--- config.mk ---
export PLATFORM = sky130hd
export DESIGN_NAME = uart_tx
export DESIGN_NICKNAME = d
export VERILOG_FILES = /design/src/rtl/uart_tx_pkg.sv /design/src/rtl/uart_tx_rise_detect.sv /design/src/rtl/uart_tx.sv
export SDC_FILE = /design/constraint.sdc
export NUM_CORES = 1
export LEC_CHECK = 0
export CAP_MARGIN = 20
export CELL_PAD_IN_SITES_DETAIL_PLACEMENT = 1
export CELL_PAD_IN_SITES_GLOBAL_PLACEMENT = 2
export CORE_MARGIN = 5
export CORE_UTILIZATION = 35
export CTS_BUF_LIST = sky130_fd_sc_hd__clkbuf_16
export DETAILED_ROUTE_END_ITERATION = 8
export PLACE_DENSITY_LB_ADDON = 0.1
export SLEW_MARGIN = 40
export SYNTH_ARGS = -nofsm -noshare
export SYNTH_HDL_FRONTEND = slang
export SYNTH_SLANG_ARGS = --single-unit
--- constraint.sdc ---
create_clock -name clk -period 4.6 [get_ports clk]
set_input_delay 0.46 -clock clk [delete_from_list [all_inputs] [get_ports clk]]
set_output_delay 0.46 -clock clk [all_outputs]
set_load 0.02 [all_outputs]
--- src/rtl/uart_tx_pkg.sv ---
// ---------------------------------------------------------------------------
// uart_tx_pkg
//   Shared definitions for the UART transmitter:
//     - tx_state_e    : frame sequencing states
//     - MAX_DATA_BITS : widest data field the transmitter supports
//     - frame_parity  : parity bit over the low nbits of a data word
// ---------------------------------------------------------------------------
package uart_tx_pkg;

   typedef enum logic [2:0] {
      IDLE,
      ARM,
      START,
      DATA,
      PARITY,
      STOP
   } tx_state_e;

   localparam int unsigned MAX_DATA_BITS = 9;

   // XOR of data[nbits-1:0]; starting from 'odd' inverts the result for odd parity.
   function automatic logic frame_parity(input logic [MAX_DATA_BITS-1:0] data,
                                         input int unsigned              nbits,
                                         input logic                     odd);
      logic p;
      p = odd;
      for (int unsigned i = 0; i < MAX_DATA_BITS; i++) begin
         if (i < nbits) begin
            p = p ^ data[i];
         end
      end
      return p;
   endfunction

endpackage

--- src/rtl/uart_tx_rise_detect.sv ---
// ---------------------------------------------------------------------------
// uart_tx_rise_detect
//   Registers a clk-synchronous level (the divider output) and flags its
//   rising edge as a pulse exactly one clk wide. Usable by any consumer of the
//   clock divider that needs a bit-period tick.
//
// Ports:
//   clk    in   system clock
//   reset  in   asynchronous, active-high reset (clears the history flop)
//   sig_in in   level to watch, synchronous to clk
//   tick   out  high for one clk when sig_in is 1 and was 0 on the last edge
// ---------------------------------------------------------------------------
module uart_tx_rise_detect (
   input  logic clk,
   input  logic reset,
   input  logic sig_in,
   output logic tick
);

   logic sig_q;
   logic sig_d;

   always_comb begin
      sig_d = sig_in;
   end

   always_ff @(posedge clk or posedge reset) begin
      if (reset) begin
         sig_q <= 1'b0;
      end else begin
         sig_q <= sig_d;
      end
   end

   assign tick = sig_in & ~sig_q;

endmodule

--- src/rtl/uart_tx.sv ---
// ---------------------------------------------------------------------------
// uart_tx
//   Serial transmitter paced by the divided clock. Every rising edge of
//   div_clk becomes a one-clk tick, and each tick advances the frame by one
//   bit: start (0), data LSB first, optional parity, then stop bit(s) (1).
//   A valid/ready handshake accepts one data word per frame.
//
// Parameters:
//   DATA_BITS  data bits per frame (5..9)
//   STOP_BITS  stop bits per frame (1 or 2)
//   PARITY_EN  1 = insert a parity bit after the data
//   PARITY_ODD 1 = odd parity, 0 = even (ignored when PARITY_EN = 0)
//
// Ports:
//   clk       in   system clock
//   reset     in   asynchronous, active-high reset
//   div_clk   in   divided clock, synchronous to clk
//   tx_data   in   word to send, latched on transfer
//   tx_valid  in   tx_data valid
//   tx_ready  out  high while idle; transfer = tx_valid & tx_ready
//   tx        out  registered serial line, idle high
//   busy      out  frame pending or in progress
// ---------------------------------------------------------------------------
module uart_tx
   import uart_tx_pkg::*;
#(
   parameter int unsigned DATA_BITS  = 8,
   parameter int unsigned STOP_BITS  = 1,
   parameter int unsigned PARITY_EN  = 0,
   parameter int unsigned PARITY_ODD = 0
) (
   input  logic                 clk,
   input  logic                 reset,
   input  logic                 div_clk,
   input  logic [DATA_BITS-1:0] tx_data,
   input  logic                 tx_valid,
   output logic                 tx_ready,
   output logic                 tx,
   output logic                 busy
);

   localparam int unsigned    CNT_W    = (DATA_BITS > 1) ? $clog2(DATA_BITS) : 1;
   localparam logic [CNT_W-1:0] LAST_BIT = CNT_W'(DATA_BITS - 1);

   tx_state_e            state_q,  state_d;
   logic [DATA_BITS-1:0] shreg_q,  shreg_d;
   logic [CNT_W-1:0]     bitcnt_q, bitcnt_d;
   logic                 parity_q, parity_d;
   logic                 tx_q,     tx_d;

   logic                     tick;
   logic [MAX_DATA_BITS-1:0] data_ext;

   uart_tx_rise_detect u_rise_detect (
      .clk    (clk),
      .reset  (reset),
      .sig_in (div_clk),
      .tick   (tick)
   );

   always_ff @(posedge clk or posedge reset) begin
      if (reset) begin
         state_q  <= IDLE;
         shreg_q  <= '0;
         bitcnt_q <= '0;
         parity_q <= 1'b0;
         tx_q     <= 1'b1;
      end else begin
         state_q  <= state_d;
         shreg_q  <= shreg_d;
         bitcnt_q <= bitcnt_d;
         parity_q <= parity_d;
         tx_q     <= tx_d;
      end
   end

   always_comb begin
      state_d  = state_q;
      shreg_d  = shreg_q;
      bitcnt_d = bitcnt_q;
      parity_d = parity_q;
      tx_d     = tx_q;

      data_ext                  = '0;
      data_ext[DATA_BITS-1:0]   = tx_data;

      case (state_q)
         IDLE: begin
            // Parity is captured with the word, since the shift register
            // consumes the data as the frame goes out.
            if (tx_valid) begin
               shreg_d  = tx_data;
               parity_d = frame_parity(data_ext, DATA_BITS, PARITY_ODD != 0);
               state_d  = ARM;
            end
         end

         // ARM is entered on the edge that ends the transfer cycle, so a tick
         // coinciding with the transfer is never seen here.
         ARM: begin
            if (tick) begin
               tx_d    = 1'b0;
               state_d = START;
            end
         end

         START: begin
            if (tick) begin
               tx_d     = shreg_q[0];
               bitcnt_d = '0;
               state_d  = DATA;
            end
         end

         DATA: begin
            if (tick) begin
               if (bitcnt_q == LAST_BIT) begin
                  if (PARITY_EN != 0) begin
                     tx_d    = parity_q;
                     state_d = PARITY;
                  end else begin
                     tx_d    = 1'b1;
                     state_d = (STOP_BITS == 2) ? STOP : IDLE;
                  end
               end else begin
                  shreg_d  = shreg_q >> 1;
                  tx_d     = shreg_q[1];
                  bitcnt_d = bitcnt_q + 1'b1;
               end
            end
         end

         PARITY: begin
            if (tick) begin
               tx_d    = 1'b1;
               state_d = (STOP_BITS == 2) ? STOP : IDLE;
            end
         end

         // The line is already high; leaving on the next tick makes the final
         // stop bit last one full interval before a new start can be driven.
         STOP: begin
            if (tick) begin
               state_d = IDLE;
            end
         end

         default: begin
            state_d = IDLE;
            tx_d    = 1'b1;
         end
      endcase
   end

   assign tx       = tx_q;
   assign tx_ready = (state_q == IDLE);
   assign busy     = (state_q != IDLE);

endmodule

==> results.yml, run 1 <==
power_and_ir_drop:
  pwr-share-seq_pct: 29.5
  peakVddDrop_mv: 0.339
  p_int_uw: 453
  p_sw_uw: 274
  sw_frac_of_total_pct: 37.7
  leakage_nw: 0.508
  powerDensity_nw_per_um2: 636
  p_clk_share_pct: 23.3
  pwr-share-comb_pct: 47.2
route:
  drt_iter0_markers: 6
  num_vias: 654
  drc: 0
  postRouteAntennaNets: 0
  wl_um: 2020
  viasPerCell: 4.99
  wire_per_inst_um: 15.5
  drt-pass1-iter-count: 3
placement:
  numPlacedInstances: 127
  placed_cell_area_um2: 1060
  dpl.hpwl_um: 1510
  io_buffers: 14
  place_congestion: 0.737
final_layout:
  drive_gt1_share_pct: 10.9
  mostFrequentLayoutCells: "dfrtp_1, clkdlybuf4s50_1, inv_1"
  stdcell_count: 131
  fin_nets: 121
  regArea_um2: 377
  multi_input_area_um2: 459
  fillerInstances: 289
  final_cell_area_um2: 1140
  syn2layout_area_growth_pct: 25.4
  utilization_pct: 46.1
  antenna_cells: 0
synthesis:
  ys_types: 29
  synth_top_area_share_pct: 38.5
  synth_top_cell_by_area: "dfrtp_1"
  synth_edf_count: 0
  syn_area_um2: 911
  avgSynthCellArea_um2: 10.6
  synthTopCellsByArea: "dfrtp_1, ha_1, o32ai_1"
  yosysWarningCount: 0
  syn_nets: 105
  ys.flop_type: "dfrtp_1"
  synth_cells: 86
  ys_seq_elements: 15
  async_flop_share_pct: 100
  ys_seq_area_share_pct: 41.3
floorplanning:
  coreArea_um2: 2480
  die_h_um: 61.0
  die-width_um: 61.0
  ios: 15
  die_area_um2: 3720
  start_util_pct: 36.8
  placementRows: 18
sta:
  period_minus_slack_ns: 2.20
  rsz0062_at_grt: "false"
  fin_tns_setup_ns: 0
  fmax_mhz: 454
  clock_skew_ns: 0.00574
  maxSlewViolCount: 0
  worst_pin_slew_ns: 0.653
  finalCritPeriodShare_pct: 47.8
  hold_violations: 0
  setup_viol: 0
  slew_headroom_pct: 56.4
setup_path:
  cp_max_fo: 6
  path_cells: "inv_1 > ha_1 > inv_1 > clkdlybuf4s50_1"
  crit_type: "reg2out"
  worstPathArrival_ns: 1.74
  cpPeakStageDelay_ns: 0.61
  start_kind: "register"
  cp.required_ns: 4.14
  cp_common_cell: "inv_1"
  end_kind: "output pin"
  cp_slowest_cell: "clkdlybuf4s50_1"
clocking:
  clkTransAtPathRegs_ns: 0.05
  clk_latency_ns: 0.25
  cts.repair.resized: 0
  post_cts_buffers: 0
  cts_buffers: 3
  clockBufferDepth: 2
  holdBufCountCts: 0
  cts_htree_levels: 1
  clock_sinks: 15
  cts_tree: "yes"
  clock-root-buffer: "clkbuf_16"
grt:
  grt_pass1_vias: 713
  grt_use_total_pct: 12.4
  grt_pass1_wl_um: 3320
  grt_overflow_total: 0
  antenna_found_initial: 0
  grt_start_max_net_pins: 16
worst_hold_path:
  hp-class: "reg2reg"
job:
  drv_cap: 0
outcome:
  status: "finished, final reports clean"
[logic make-up (layout without fill, tap and decap cells)]
logic type / Yosys count / in the layout / share of synthesized area (%)
and+or+nand+nor: 18 / 18 / 14.8
DFF: 15 / 15 / 41.3
muxes: 3 / 3 / 3.98
AOI/OAI and AO/OA: 27 / 27 / 22.0
buffers and inverters: 16 / 31 / 8.24
adders and majority gates: 7 / 7 / 9.61
[cells in the mapped netlist (all sizes together), types with 2 or more instances]
cell type and n:
dfrtp 14, o32ai 7, buf 2, mux2 2, o2111ai 3, o21ai 5, nor2b 3, nand2b 2
nand4bb 2, inv 13, nand2 6, ha 7, a21oi 7
[power by group through the flow]
stage	clock [mW]	combinational (mW)	sequential [mW]
final	0.170	0.343	0.214
after global routing	0.181	0.379	0.221
after CTS	0.175	0.348	0.215
after detailed placement	0	0.346	0.217
after global placement	0	0.336	0.214
after floorplan	0	0.259	0.213
[path summary, 6_finish.rpt]
| path | endpoint | cells after the start | startpoint | slack [ns] |
|---|---|---|---|---|
| worst max-delay path | busy | 4 | state_q[0] | 2.40 |
| worst min-delay path | shreg_q[2] | 2 | shreg_q[2] | 0.52 |
| min in group asynchronous | u_rise_detect.sig_q | 2 | reset | 0.58 |
| worst min register to register | shreg_q[2] | 2 | shreg_q[2] | 0.52 |
| worst max register to register | shreg_q[1] | 5 | state_q[0] | 2.81 |
| max in group asynchronous | state_q[1] | 2 | reset | 3.62 |
[critical path, delay by kind of cell, from the launching register on]
family,cells,cell delay (ns)
adders and majority gates,1,0.27
buffers and inverters,3,0.83
DFF,1,0.39
[per-layer routing]
metal  track usage [%]  vias to the layer above  wire, um
met3              4.40                        2        88
li1                  -                      334         -
met2              21.4                        8      1030
met4              3.72                        0        17
met5                 0                        -         0
met1              14.5                      310       887
[state kept, by name, summed over array words and instances (netlist names)]
name	count
bitcnt_q	3
shreg_q	8
state_q	2
tx	1
u_rise_detect.sig_q	1
[area by class of cell]
type | count | area share, %
clock buffers | 3 | 6.57
clock inverters | 1 | 0.438
inverters | 13 | 4.27
multi-input cells | 55 | 40.2
flip-flops and latches | 15 | 33.0
well taps | 30 | 3.29
repair buffers | 14 | 12.3
[per-stage QoR]
| stage | setup WS (ns) | hold slack [ns] | power [mW] |
|---|---|---|---|
| final | 2.40 | 0.519 | 0.727 |
| after global routing | 2.30 | 0.536 | 0.781 |
| after global placement | 2.65 | 0.502 | 0.550 |
| after CTS | 2.38 | 0.519 | 0.738 |
| after detailed placement | 2.64 | 0.511 | 0.563 |
| after floorplan | 2.86 | 0.361 | 0.471 |
No activity file was read; power rests on OpenSTA's default activity.
==> run 2: changes to the inputs <==
Settings changed: CORE_UTILIZATION 35 to 29.
Clock period 4.6 ns to 2 ns, I/O delays scaled along.
==> run 2 against run 1 <==
Clock power up 130%. Non-clock buffer count unchanged. Worst hold slack worse by 0.19 ns. First-iteration DRC count rose to 4.5 times the previous value. Cell area up 1.8%. Sequential power up 130%. Largest power group unchanged.
==> results.yml, run 2 (synthesis gave the netlist of run 1 again) <==
power_and_ir_drop:
  p_clk_share_pct: 23.9
  p_sw_uw: 613
  p_int_mw: 1.04
  leakage_nw: 0.514
  peakVddDrop_mv: 0.453
  pwr-share-seq_pct: 29.8
  powerDensity_nw_per_um2: 1420
  sw_frac_of_total_pct: 37.1
  pwr-share-comb_pct: 46.3
outcome:
  status: "finished, final reports clean"
floorplanning:
  die_h_um: 66.0
  ios: 15
  start_util_pct: 30.1
  die-width_um: 66.0
  placementRows: 20
  coreArea_um2: 3030
  die_area_um2: 4360
grt:
  antenna_found_initial: 0
  grt_pass1_wl_um: 3630
  grt_overflow_total: 0
  grt_use_total_pct: 11.0
  grt_pass1_vias: 766
  grt_start_max_net_pins: 16
setup_path:
  start_kind: "register"
  crit_type: "reg2out"
  worstPathArrival_ns: 1.65
  cp_max_fo: 6
  end_kind: "output pin"
  r2r_cells: 5
  cp.required_ns: 1.80
  rr_endpoint: "shreg_q[3]"
  regToRegSetupSlack_ns: 0.24
  rr_startpoint: "state_q[0]"
sta:
  clock_skew_ns: 0.00438
  holdWs_ns: 0.330
  finalCritPeriodShare_pct: 92.6
  worst_pin_slew_ns: 0.676
  hold_violations: 0
  slew_headroom_pct: 54.9
  fin_tns_setup_ns: 0
  fmax_mhz: 540
  maxSlewViolCount: 0
  rsz0062_at_grt: "false"
  worst_slack_ns: 0.148
  setup_viol: 0
  period_minus_slack_ns: 1.85
clocking:
  clockBufferDepth: 2
  clk_latency_ns: 0.25
  cts_htree_levels: 1
  cts_tree: "yes"
  clock_sinks: 15
  clkTransAtPathRegs_ns: 0.05
  cts_buffers: 3
  post_cts_buffers: 0
  clock-root-buffer: "clkbuf_16"
final_layout:
  regMostFlops: "shreg_q"
  utilization_pct: 38.4
  largestRegisters: "shreg_q (8), bitcnt_q (3), state_q (2)"
  layout_commonest_cell: "dfrtp_1"
  syn2layout_area_growth_pct: 27.6
  largest_reg_flops: 8
  final_cell_area_um2: 1160
  mostFrequentLayoutCells: "dfrtp_1, inv_1, clkdlybuf4s50_1"
  antenna_cells: 0
  drive_gt1_share_pct: 10.9
  fin_nets: 121
worst_hold_path:
  hp-class: "in2async"
route:
  drt-pass1-iter-count: 4
  wire_per_inst_um: 13.5
  num_vias: 672
  viasPerCell: 4.63
  postRouteAntennaNets: 0
  wl_um: 1960
  drt_iter0_markers: 27
  drc: 0
job:
  drv_cap: 0
placement:
  place_congestion: 0.705
  dpl_worst_slack_ns: 0.225
  placed_cell_area_um2: 1080
  io_buffers: 14
  dpl.hpwl_um: 1520
-- run 2: layout make-up --
type / instances / area [um^2]
Clock buffer: 3 / 75.1
Clock inverter: 1 / 5.00
Fill cell: 341 / 1870
Inverter: 13 / 48.8
Multi-Input combinational cell: 55 / 459
Sequential cell: 15 / 377
Tap cell: 44 / 55.1
Timing Repair Buffer: 14 / 143
-- run 2: through the flow --
stage / power [mW] / std cells
floorplan: 1.08 / 86
CTS: 1.69 / 145
global route: 1.80 / 145
finish: 1.65 / 145
global placement: 1.27 / 141
detailed placement: 1.29 / 141
-- run 2: worst max-delay path, stage by stage (launching register included) --
cell and delay, ns:
dfrtp_1 0.41, inv_1 0.11, ha_1 0.25, clkdlybuf4s50_1 0.64
-- run 2: how the worst max path moves through the flow --
stage          startpoint          to  cells past startpoint
5_1_grt        state_q[1]  shreg_q[6]                      5
3_3_place_gp   state_q[0]  shreg_q[6]                      5
3_5_place_dp   state_q[0]  shreg_q[2]                      5
4_1_cts        state_q[0]        busy                      4
2_1_floorplan  state_q[0]  state_q[1]                      5
6_report       state_q[0]    tx_ready                      3
-- run 2: power by group through the flow --
| stage | Combinational, mW | Sequential, mW | Clock, mW |
|---|---|---|---|
| after floorplan | 0.595 | 0.489 | 0 |
| after global placement | 0.775 | 0.494 | 0 |
| after detailed placement | 0.788 | 0.499 | 0 |
| after CTS | 0.790 | 0.495 | 0.408 |
| after global routing | 0.861 | 0.510 | 0.429 |
| final | 0.764 | 0.492 | 0.394 |
-- run 2: routing by layer --
layer,part of all wire [%],GRT usage [%],routed length (um)
met5,0,0,0
met4,0.87,3.81,17
met3,5.2,4.25,103
met2,53,19.1,1040
met1,41,12.0,806
-- run 2: repair_timing --
action                                  4_1_cts  5_1_grt
endpoints found under the setup margin        0        1
gates resized for setup                       0        1
hold buffers                                  0        0
==> run 3: changes to the inputs <==
Settings changed: ABC_AREA set to 1, CORE_UTILIZATION 29 to 26.
==> run 3 against run 2 <==
Power grew 8.5%. Cell area increased by 0.11%. First-iteration DRC count down 26%. Non-clock buffer count rose by 2.
==> results.yml, run 3 <==
power_and_ir_drop:
  leakage_nw: 0.600
  peakVddDrop_mv: 0.525
  powerDensity_nw_per_um2: 1540
  pwr-share-seq_pct: 29.2
  finalPower_mw: 1.79
  p_sw_uw: 751
  p_int_mw: 1.04
  pwr-share-comb_pct: 49.4
  sw_frac_of_total_pct: 42.0
  p_clk_share_pct: 21.4
setup_path:
  rr_startpoint: "state_q[0]"
  critPathLaunch: "state_q[0]"
  cp-endpoint: "tx_ready"
  rr_endpoint: "shreg_q[6]"
  cp.required_ns: 1.80
  cp_max_fo: 5
  worstPathArrival_ns: 1.65
  regToRegSetupSlack_ns: 0.35
  r2r_cells: 6
  crit_type: "reg2out"
  start_kind: "register"
  end_kind: "output pin"
route:
  num_vias: 791
  viasPerCell: 4.35
  postRouteAntennaNets: 0
  wire_per_inst_um: 11.3
  wl_um: 2050
  drt_iter0_markers: 20
  drt-pass1-iter-count: 4
  drc: 0
placement:
  dpl.hpwl_um: 1580
  io_buffers: 14
  place_congestion: 0.693
  dpl_worst_slack_ns: 0.322
synthesis:
  async_flop_share_pct: 100
  synth_cells: 120
  ys_types: 17
  synth_top_cell_by_area: "dfrtp_1"
  synth_commonest_cells: "nand2_1, inv_1, dfrtp_1, nand3_1, o21ai_0"
  yosys.cell_count.top_type: "nand2_1"
  avgSynthCellArea_um2: 7.57
  synth_edf_count: 0
  syn_area_um2: 908
  synth_top_area_share_pct: 38.6
  syn_nets: 139
  ys_seq_area_share_pct: 41.5
  synthTopCellsByArea: "dfrtp_1, nand2_1, ha_1"
  ys.flop_type: "dfrtp_1"
  ys_seq_elements: 15
  yosysWarningCount: 0
grt:
  grt_overflow_total: 0
  grt_use_total_pct: 9.70
  grt_pass1_vias: 817
  grt_start_max_net_pins: 16
  grt_pass1_wl_um: 3760
  antenna_found_initial: 0
clocking:
  cts_buffers: 3
  clkTransAtPathRegs_ns: 0.05
  cts_tree: "yes"
  post_cts_buffers: 0
  clock_sinks: 15
  clock-root-buffer: "clkbuf_16"
  clockBufferDepth: 2
  cts_htree_levels: 1
  clk_latency_ns: 0.24
final_layout:
  regMostFlops: "shreg_q"
  fin_nets: 156
  layout_commonest_cell: "nand2_1"
  largest_reg_flops: 8
  largestRegisters: "shreg_q (8), bitcnt_q (3), state_q (2)"
  drive_gt1_share_pct: 7.35
  syn2layout_area_growth_pct: 28.1
  regArea_um2: 377
  multi_input_area_um2: 429
  mostFrequentLayoutCells: "nand2_1, inv_1, dfrtp_1"
  fillerInstances: 435
  antenna_cells: 0
sta:
  worst_slack_ns: 0.146
  clock_skew_ns: 0.00114
  rsz0062_at_grt: "false"
  hold_violations: 0
  finalCritPeriodShare_pct: 92.7
  fmax_mhz: 539
  period_minus_slack_ns: 1.85
  slew_headroom_pct: 60.1
  worst_pin_slew_ns: 0.598
  fin_tns_setup_ns: 0
  setup_viol: 0
  maxSlewViolCount: 0
floorplanning:
  die-width_um: 69.1
  die_h_um: 69.1
  die_area_um2: 4780
  placementRows: 21
  coreArea_um2: 3360
  ios: 15
  start_util_pct: 27.0
worst_hold_path:
  hp-class: "in2async"
outcome:
  status: "finished, final reports clean"
job:
  drv_cap: 0
==> run 3: cell types whose count changed after synthesis, sizes merged, moves of 3 or more <==
| cell | before | now |
|---|---|---|
| inv | 13 | 17 |
| o2111ai | 3 | 0 |
| nor2b | 3 | 0 |
| nor2 | 1 | 4 |
| a21oi | 7 | 3 |
| o32ai | 7 | 0 |
| nand3 | 1 | 12 |
| o21ai | 5 | 13 |
| nand2 | 6 | 44 |
==> run 3: cell type report <==
class / count / area share [%]
Multi-Input combinational cell: 84 / 36.9
Sequential cell: 15 / 32.4
Timing Repair Buffer: 16 / 13.5
Clock buffer: 3 / 6.45
Inverter: 17 / 5.48
Tap cell: 46 / 4.95
Clock inverter: 1 / 0.323
==> run 3: logic make-up after synthesis <==
| kind of cell | synth area share [%] |
|---|---|
| DFF | 41.5 |
| and+or+nand+nor | 27.5 |
| adders and majority gates | 9.64 |
| AOI/OAI and AO/OA | 10.1 |
| buffers and inverters | 11.3 |
==> run 3: power by group through the flow <==
stage | Sequential, mW | Clock [mW] | Combinational (mW)
6_report | 0.522 | 0.384 | 0.884
5_1_grt | 0.540 | 0.414 | 1.03
4_1_cts | 0.523 | 0.399 | 0.913
3_5_place_dp | 0.527 | 0 | 0.909
3_3_place_gp | 0.532 | 0 | 0.885
2_1_floorplan | 0.522 | 0 | 0.681
==> run 3: repair_timing <==
item                       in CTS  in global routing
setup endpoints to repair       0                  1
hold buffers                    0                  0
gates resized for setup         0                  1
==> run 3: how the worst min path moves through the flow <==
stage / to / from / depth (start not counted) / slack [ns]
final: bitcnt_q[0] / reset / 2 / 0.33
after global routing: bitcnt_q[2] / reset / 2 / 0.41
after CTS: shreg_q[7] / reset / 2 / 0.36
after detailed placement: shreg_q[1] / shreg_q[1] / 2 / 0.46
after global placement: shreg_q[5] / shreg_q[5] / 2 / 0.46
after floorplan: bitcnt_q[0] / reset / 1 / 0.10
==> run 3: per-stage QoR <==
| stage | cell area (um^2) | std cells | hold WS [ns] | util (%) |
|---|---|---|---|---|
| after CTS | 1160 | 182 | 0.361 | 34.5 |
| after floorplan | 908 | 120 | 0.101 | - |
| after detailed placement | 1080 | 178 | 0.463 | 32.2 |
| final | 1160 | 182 | 0.326 | 34.6 |
| after global placement | 1080 | 178 | 0.461 | 32.2 |
| after global routing | 1160 | 182 | 0.408 | 34.6 |
==> run 3: worst max-delay path: stages (launching register included) <==
cell and delay [ns]:
dfrtp_1 0.42, inv_1 0.10, ha_1 0.25, clkdlybuf4s50_1 0.64
==> run 3: per-layer routing <==
metal  track usage (%)  vias to the layer above  wire length (um)
li1                  -                      404                 -
met1              11.5                      371               979
met2              15.9                       14               949
met3              3.78                        2                99
met4              3.25                        0                21
met5                 0                        -                 0
